File: config.mk
export PLATFORM = sky130hd
export DESIGN_NAME = mem_arbiter
export DESIGN_NICKNAME = d
export VERILOG_FILES = /design/src/rtl/mem_arbiter.sv
export SDC_FILE = /design/constraint.sdc
export NUM_CORES = 1
export LEC_CHECK = 0
export ABC_AREA = 1
export BUFFER_PORTS_ARGS = -buffer_cell sky130_fd_sc_hd__clkbuf_2
export CORE_AREA = 4 4 126 128
export CTS_CLUSTER_DIAMETER = 200
export DETAILED_ROUTE_END_ITERATION = 10
export DIE_AREA = 0 0 130 132
export PLACE_DENSITY = 0.43
export SYNTH_ARGS = -nofsm -noshare
export SYNTH_HDL_FRONTEND = slang
export SYNTH_SLANG_ARGS = --single-unit
File: constraint.sdc
create_clock -name CLK -period 2.7 [get_ports CLK]
set_input_delay 0.405 -clock CLK [delete_from_list [all_inputs] [get_ports CLK]]
set_output_delay 0.405 -clock CLK [all_outputs]
set_load 0.005 [all_outputs]
File: src/rtl/mem_arbiter.sv
// mem_arbiter: shares one single-ported RAM between the coherence bus data port and two
// instruction-fetch ports. Data wins by default, fetches alternate between cores.
module mem_arbiter #(
  parameter int unsigned STARVE_LIMIT = 2,
  parameter bit          ERR_RETRY    = 1'b1
) (
  input  logic             CLK,
  input  logic             nRST,
  input  logic             bus_dREN,
  input  logic             bus_dWEN,
  input  logic [31:0]      bus_daddr,
  input  logic [31:0]      bus_dstore,
  output logic             bus_dwait,
  output logic [31:0]      bus_dload,
  input  logic [1:0]       iREN,
  input  logic [1:0][31:0] iaddr,
  output logic [1:0]       iwait,
  output logic [1:0][31:0] iload,
  output logic             ramREN,
  output logic             ramWEN,
  output logic [31:0]      ramaddr,
  output logic [31:0]      ramstore,
  input  logic [31:0]      ramload,
  input  logic [1:0]       ramstate
);

  typedef enum logic [1:0] {IDLE, DGRANT, IGRANT} ArbState;

  localparam logic [1:0]    RAM_ACCESS = 2'b10;
  localparam logic [1:0]    RAM_ERROR  = 2'b11;
  localparam int unsigned   CW         = (STARVE_LIMIT < 2) ? 1 : $clog2(STARVE_LIMIT + 1);
  localparam logic [CW-1:0] LIMIT      = CW'(STARVE_LIMIT);

  ArbState       r_state;
  logic          r_igrantId;
  logic          r_lastIcore;
  logic [CW-1:0] r_starveCnt;

  ArbState       w_stateNext;
  logic          w_igrantIdNext;
  logic          w_lastIcoreNext;
  logic [CW-1:0] w_starveCntNext;

  logic          w_dReq;
  logic          w_iReq;
  logic          w_starveHold;
  logic          w_ramDone;
  logic          w_ramRetry;
  logic [31:0]   w_loadData;
  logic [CW-1:0] w_starveInc;
  logic          w_pickId;

  assign w_dReq       = bus_dREN | bus_dWEN;
  assign w_iReq       = |iREN;
  assign w_starveHold = (STARVE_LIMIT != 0) && (r_starveCnt == LIMIT) && w_iReq;
  // Without retry an ERROR completes the transfer, but its data is never handed on.
  assign w_ramDone    = (ramstate == RAM_ACCESS) || (!ERR_RETRY && (ramstate == RAM_ERROR));
  assign w_ramRetry   = ERR_RETRY && (ramstate == RAM_ERROR);
  assign w_loadData   = (ramstate == RAM_ERROR) ? 32'h0 : ramload;
  assign w_starveInc  = (r_starveCnt == LIMIT) ? r_starveCnt : r_starveCnt + CW'(1);
  assign w_pickId     = (iREN == 2'b11) ? ~r_lastIcore : iREN[1];

  always_comb begin
    w_stateNext     = r_state;
    w_igrantIdNext  = r_igrantId;
    w_lastIcoreNext = r_lastIcore;
    w_starveCntNext = r_starveCnt;
    ramREN          = 1'b0;
    ramWEN          = 1'b0;
    ramaddr         = 32'h0;
    ramstore        = 32'h0;
    bus_dwait       = 1'b1;
    bus_dload       = 32'h0;
    iwait           = 2'b11;
    iload           = '0;

    case (r_state)
      IDLE: begin
        if (w_dReq && !w_starveHold) begin
          w_stateNext = DGRANT;
        end else if (w_iReq) begin
          w_stateNext    = IGRANT;
          w_igrantIdNext = w_pickId;
        end
      end

      DGRANT: begin
        ramWEN   = bus_dWEN;
        ramREN   = bus_dREN & ~bus_dWEN;
        ramaddr  = bus_daddr;
        ramstore = bus_dstore;
        if (w_ramDone) begin
          bus_dwait       = 1'b0;
          bus_dload       = w_loadData;
          w_stateNext     = IDLE;
          w_starveCntNext = w_iReq ? w_starveInc : '0;
        end else if (w_ramRetry || !w_dReq) begin
          w_stateNext = IDLE;
        end
      end

      IGRANT: begin
        ramREN  = 1'b1;
        ramaddr = iaddr[r_igrantId];
        if (w_ramDone) begin
          iwait[r_igrantId] = 1'b0;
          iload[r_igrantId] = w_loadData;
          w_lastIcoreNext   = r_igrantId;
          w_starveCntNext   = '0;
          w_stateNext       = IDLE;
        end else if (w_ramRetry || !iREN[r_igrantId]) begin
          w_stateNext = IDLE;
        end
      end

      default: w_stateNext = IDLE;
    endcase
  end

  // Reset drops the grant at once, so the RAM enables fall without waiting for a clock.
  always_ff @(posedge CLK or negedge nRST) begin
    if (!nRST) begin
      r_state     <= IDLE;
      r_igrantId  <= 1'b0;
      r_lastIcore <= 1'b1;
      r_starveCnt <= '0;
    end else begin
      r_state     <= w_stateNext;
      r_igrantId  <= w_igrantIdNext;
      r_lastIcore <= w_lastIcoreNext;
      r_starveCnt <= w_starveCntNext;
    end
  end

endmodule

==> results.cfg, run 1 <==
[grt]
grt_start_max_net_pins = 64
grt_pass1_vias = 3578
grt_overflow = 0
grt_pass1_wl_microns = 19480
grt_usage_pct = 14.07
antenna_found_initial = 0

[final_layout]
post-route-util_pct = 27.10
drive_above_1_share_pct = 49.80
fillCellCount = 1782
nNetsFinal = 940
diodes = 0
area_growth_syn_to_layout_pct = 86.56

[synthesis]
avgSynthCellArea_sq_um = 4.715
ys_seq_area_share_pct = 7.010
synth_top_area_share_pct = 20.51
synthCells = 458
synth_area_sq_um = 2160
synth_warnings = 0
synth_seq_cells = 6
synth_area_leaders = nand2_1 21%, nor2_1 18%, o21ai_0 9.0%, nor2_2 8.7%, a21oi_1 7.9%
synth-edff-count = 0
async_reset_ff_share_pct = 100.0
syn_nets = 630
synthFlopType = dfrtp_1
ys_types = 21
synth_top_cell_by_area = nand2_1

[timing]
worstMarginPinSlew_ps = 858.7
slew_viol_final = 0
fin_crit_ps = 2390
setup_violations = 0
fmax_mhz = 418.4
fin_tns_setup_ps = 0
rsz0062_at_grt = no
skew_ps = 3.803
hold_viol = 0
slew_headroom_pct = 42.67
fin_crit_sh_pct = 88.52

[cts]
cts_root_buf = clkbuf_16
cts_max_level = 1
cts_sinks = 6
cts_tree = done
hold_buffers = 0
cts_resized = 0
cts_buffers = 3
cts_setup_buffers = 0
cts_buffer_depth = 2
insertion_delay_ps = 230
clk_pin_slew_ps = 40

[floorplanning]
die_w_microns = 130
initial_core_util_pct = 14.53
ioPinCount = 333
core_sq_um = 14860
die_area_sq_um = 17160
die_height_microns = 132
row_count = 45

[setup_path]
path_class = flop to primary output
cp_data_required_time_ps = 2300
cp-end-kind = primary output
r2r_start = r_state[1]
reg2regPathDepth = 6
crit_fanout = 33
startpoint_type = flop
slowest_stage = inv_2
r2r_slack_ps = 750
startpoint = r_state[0]
cpPeakStageDelay_ps = 610
worst_path_most_repeated_cell = inv_2
cp.arrival_ps = 1990
crit_end = iwait[0]
crit_chain = inv_1 -> ha_1 -> inv_2 -> nor2_4 -> inv_2 -> nor2_2 -> inv_2 -> clkbuf_2
r2r-end = r_starveCnt[1]

[placed_design]
dpl.hpwl_microns = 10710
place_congestion = 0.8039
port-buffer-count = 332

[status]
status = finished clean

[drt]
initialDrtViolationCount = 131
drtPass1Iterations = 4
drt.antenna.violating_nets = 0
wl_microns = 12980
post_drt_wl_per_cell_microns = 13.59
vias_per_cell = 4.009
drc = 0
vias = 3829

[power]
pwr_density_cell_nw_per_um2 = 610.7
peakVddDrop_uv = 352.4
leakage_nw = 2.566

[run]
cap_violations = 0

[hold_path]
hp-class = input pin to async pin
==> routing by layer <==
| metal | track usage [%] | wire length (microns) |
|---|---|---|
| met5 | 0 | 0 |
| met4 | 2.021 | 144 |
| met3 | 2.998 | 1027 |
| met2 | 26.10 | 6629 |
| met1 | 16.75 | 5179 |
==> placed cells by master (no fill, tap or decap) <==
cell type	synthesis	final
nor2_1	105	105
buf_12	0	1
nor2_4	1	1
ha_1	4	3
dfstp_2	1	1
nor3_1	32	32
inv_1	44	44
clkbuf_1	7	1
nand3_1	3	3
a21oi_1	34	34
clkbuf_2	3	332
nand3b_1	1	1
inv_2	4	4
ha_2	0	1
nor2_2	30	30
buf_4	1	7
nand2_2	2	2
nand2_1	118	118
clkbuf_16	0	3
o21ai_0	39	39
dfrtp_1	5	5
==> synth_stat cells, types with 2 or more instances <==
| master | number |
|---|---|
| nand3_1 | 3 |
| inv_1 | 44 |
| o21ai_0 | 39 |
| ha_1 | 4 |
| buf_6 | 3 |
| dfrtp_1 | 5 |
| clkbuf_2 | 3 |
| nor2_2 | 30 |
| nor2_1 | 105 |
| a21oi_1 | 34 |
| buf_1 | 5 |
| buf_2 | 16 |
| nand2_1 | 118 |
| nor3_1 | 32 |
| nand2_2 | 2 |
| clkbuf_1 | 7 |
| inv_2 | 4 |
==> area by class of cell <==
cell class                      count  area [sq um]  share of cell area (%)
Inverter                           48         180.2                   4.472
Sequential cell                     6         151.4                   3.758
Multi-Input combinational cell    369          1649                   40.93
Timing Repair Buffer              340          1734                   43.04
Clock buffer                        4         78.83                   1.957
Tap cell                          188         235.2                   5.839
==> registers in the layout, summed over array words and instances (netlist names) <==
register / count
r_igrantId: 1
r_starveCnt: 2
r_lastIcore: 1
r_state: 2
==> power breakdown <==
part	internal (mW)	switching, mW	total, mW
Clock	0.196	0.0538	0.250
Sequential	0.138	0.0293	0.167
Combinational	0.729	1.31	2.04
==> worst max-delay path: cells and delay by family, from the launching register on <==
family / cells / cell delay (ps)
fa+ha+maj: 1 / 220
flops: 1 / 360
simple gates: 2 / 90
buf+inv: 5 / 1060
==> stage by stage <==
step	hold slack [ps]	area, sq um	total power [mW]	instances	worst slack, ps
5_1_grt	14.47	4029	2.765	955	192.8
3_3_place_gp	258.8	3950	2.295	951	557.3
6_report	8.181	4029	2.461	955	309.9
2_1_floorplan	109.4	2160	1.384	458	1050
3_5_place_dp	260.0	3950	2.254	951	539.3
4_1_cts	15.28	4029	2.515	955	286.1
==> cells by family (layout without fill, tap and decap cells) <==
| family | after synthesis | count (layout) | share of synthesized area (%) |
|---|---|---|---|
| flops | 6 | 6 | 7.011 |
| simple gates | 292 | 292 | 57.01 |
| buf+inv | 83 | 392 | 16.74 |
| compound gates | 73 | 73 | 16.92 |
| fa+ha+maj | 4 | 4 | 2.318 |
==> how the worst min path moves through the flow <==
stage | depth (start not counted) | endpoint | start | slack (ps)
floorplan | 0 | r_igrantId | nRST | 110
global route | 1 | r_igrantId | nRST | 10
detailed placement | 1 | r_igrantId | nRST | 260
global placement | 1 | r_igrantId | nRST | 260
finish | 1 | r_igrantId | nRST | 8
CTS | 1 | r_igrantId | nRST | 20
Note: power is estimated with default switching activity, not from simulation.
==> run 2, diff against run 1 <==
Settings changed: CELL_PAD_IN_SITES_DETAIL_PLACEMENT from default to 1, CELL_PAD_IN_SITES_GLOBAL_PLACEMENT from default to 2, CORE_AREA 4 4 126 128 to default, CORE_MARGIN from default to 4, CORE_UTILIZATION from default to 11, DIE_AREA 0 0 130 132 to default, PLACE_DENSITY 0.43 to 0.83.
==> results.cfg, run 2 (synthesized netlist as in run 1, its figures left out) <==
[cts]
cts_buffers = 3
cts_max_level = 1
cts_setup_buffers = 0
cts_root_buf = clkbuf_16
cts_tree = done
insertion_delay_ps = 230
cts_buffer_depth = 2
cts_sinks = 6
clk_pin_slew_ps = 30

[timing]
rsz0062_at_grt = no
fin_crit_sh_pct = 88.75
fmax_mhz = 417.3
slew_headroom_pct = 43.58
layout_setup_ws_ps = 303.7
fin_tns_setup_ps = 0
worstMarginPinSlew_ps = 845.1
skew_ps = 2.385
whs_ps = 460.3
fin_crit_ps = 2396
hold_viol = 0
setup_violations = 0
slew_viol_final = 0

[floorplanning]
ioPinCount = 333
die_w_microns = 148.1
row_count = 50
core_sq_um = 19020
die_area_sq_um = 21940
initial_core_util_pct = 11.36
die_height_microns = 148.1

[power]
leakage_nw = 2.581
peakVddDrop_uv = 276.6
pwr_density_cell_nw_per_um2 = 598.4

[grt]
grt_overflow = 0
grt_usage_pct = 11.54
antenna_found_initial = 0
grt_start_max_net_pins = 47
grt_pass1_wl_microns = 20930
grt_pass1_vias = 4097

[setup_path]
slowest_stage = inv_2
crit_chain = inv_1 -> ha_1 -> inv_2 -> nor2_4 -> inv_2 -> nor2_2 -> inv_2 -> nor2_1 -> clkbuf_2
cpPeakStageDelay_ps = 610
startpoint_type = flop
cp_data_required_time_ps = 2300
crit_fanout = 33
path_class = flop to primary output
cp.arrival_ps = 1990
cp-end-kind = primary output
worst_path_most_repeated_cell = inv_2

[drt]
wl_microns = 13840
vias = 4027
drt.antenna.violating_nets = 0
initialDrtViolationCount = 78
post_drt_wl_per_cell_microns = 13.42
drc = 0
drtPass1Iterations = 4
vias_per_cell = 3.906

[run]
cap_violations = 0

[final_layout]
fillCellCount = 2631
finalInstanceArea_sq_um = 4139
drive_above_1_share_pct = 49.94
nNetsFinal = 944
final_cells = 1031
reg_top3 = r_starveCnt (2), r_state (2)
area_growth_syn_to_layout_pct = 91.66
final_cell_mix = 332 x clkbuf_2, 118 x nand2_1, 105 x nor2_1, 44 x inv_1, 39 x o21ai_0
mostFrequentLayoutCell = clkbuf_2
diodes = 0

[status]
status = finished clean

[placed_design]
place_area_sq_um = 4050
port-buffer-count = 332
dpl.hpwl_microns = 11750
place_congestion = 0.7929
post-place-ws_ps = 534.6
place_inst = 1026

[hold_path]
hp-class = flop to flop
==> run 2: metrics by stage <==
| stage | utilization (%) | power, mW |
|---|---|---|
| 6_report | 21.76 | 2.477 |
| 5_1_grt | 21.76 | 2.818 |
| 4_1_cts | 21.76 | 2.566 |
| 3_5_place_dp | 21.30 | 2.303 |
| 3_3_place_gp | 21.30 | 2.297 |
| 2_1_floorplan | - | 1.384 |
==> run 2: cell type report <==
cell class / instances / area (sq um) / share of cell area [%]
Sequential cell: 6 / 151.4 / 3.658
Timing Repair Buffer: 344 / 1754 / 42.38
Inverter: 48 / 180.2 / 4.353
Clock buffer: 4 / 78.83 / 1.904
Tap cell: 260 / 325.3 / 7.860
Multi-Input combinational cell: 369 / 1649 / 39.84
==> run 2: final timing paths <==
| check | start | endpoint | slack (ps) | cells past startpoint |
|---|---|---|---|---|
| max | r_state[0] | iload[2] | 300 | 9 |
| min | r_lastIcore | r_lastIcore | 460 | 2 |
| max reg2reg | r_state[1] | r_starveCnt[1] | 830 | 6 |
| min reg2reg | r_lastIcore | r_lastIcore | 460 | 2 |
| max in group asynchronous | nRST | r_lastIcore | 1910 | 2 |
| min in group asynchronous | nRST | r_starveCnt[1] | 560 | 2 |
==> run 2: repair_timing <==
action,in CTS,in global routing
hold endpoints to repair,3,0
hold buffers,1,0
resized for setup,0,0
==> run 2: critical path, delay by kind of cell (launching register included) <==
| family | cells | cell delay (ps) |
|---|---|---|
| adder cells (fa/ha/maj) | 1 | 220 |
| buffers and inverters | 5 | 960 |
| flip-flops | 1 | 370 |
| AND/OR/NAND/NOR | 3 | 180 |
==> run 2: metal layers <==
metal | up-vias | track usage, % | wire [microns]
met4 | 0 | 2.679 | 204
met2 | 187 | 22.15 | 7142
met1 | 1786 | 13.08 | 5336
met3 | 14 | 2.255 | 1152
met5 | - | 0 | 0
li1 | 2040 | - | -
==> run 2: where the power goes <==
| group | internal [mW] | switching, mW | leakage (nW) | total, mW |
|---|---|---|---|---|
| clock | 0.196 | 0.0542 | 0.0382 | 0.250 |
| combinational | 0.736 | 1.32 | 2.47 | 2.05 |
| sequential | 0.138 | 0.0342 | 0.0742 | 0.172 |
| total | 1.07 | 1.41 | 2.58 | 2.48 |
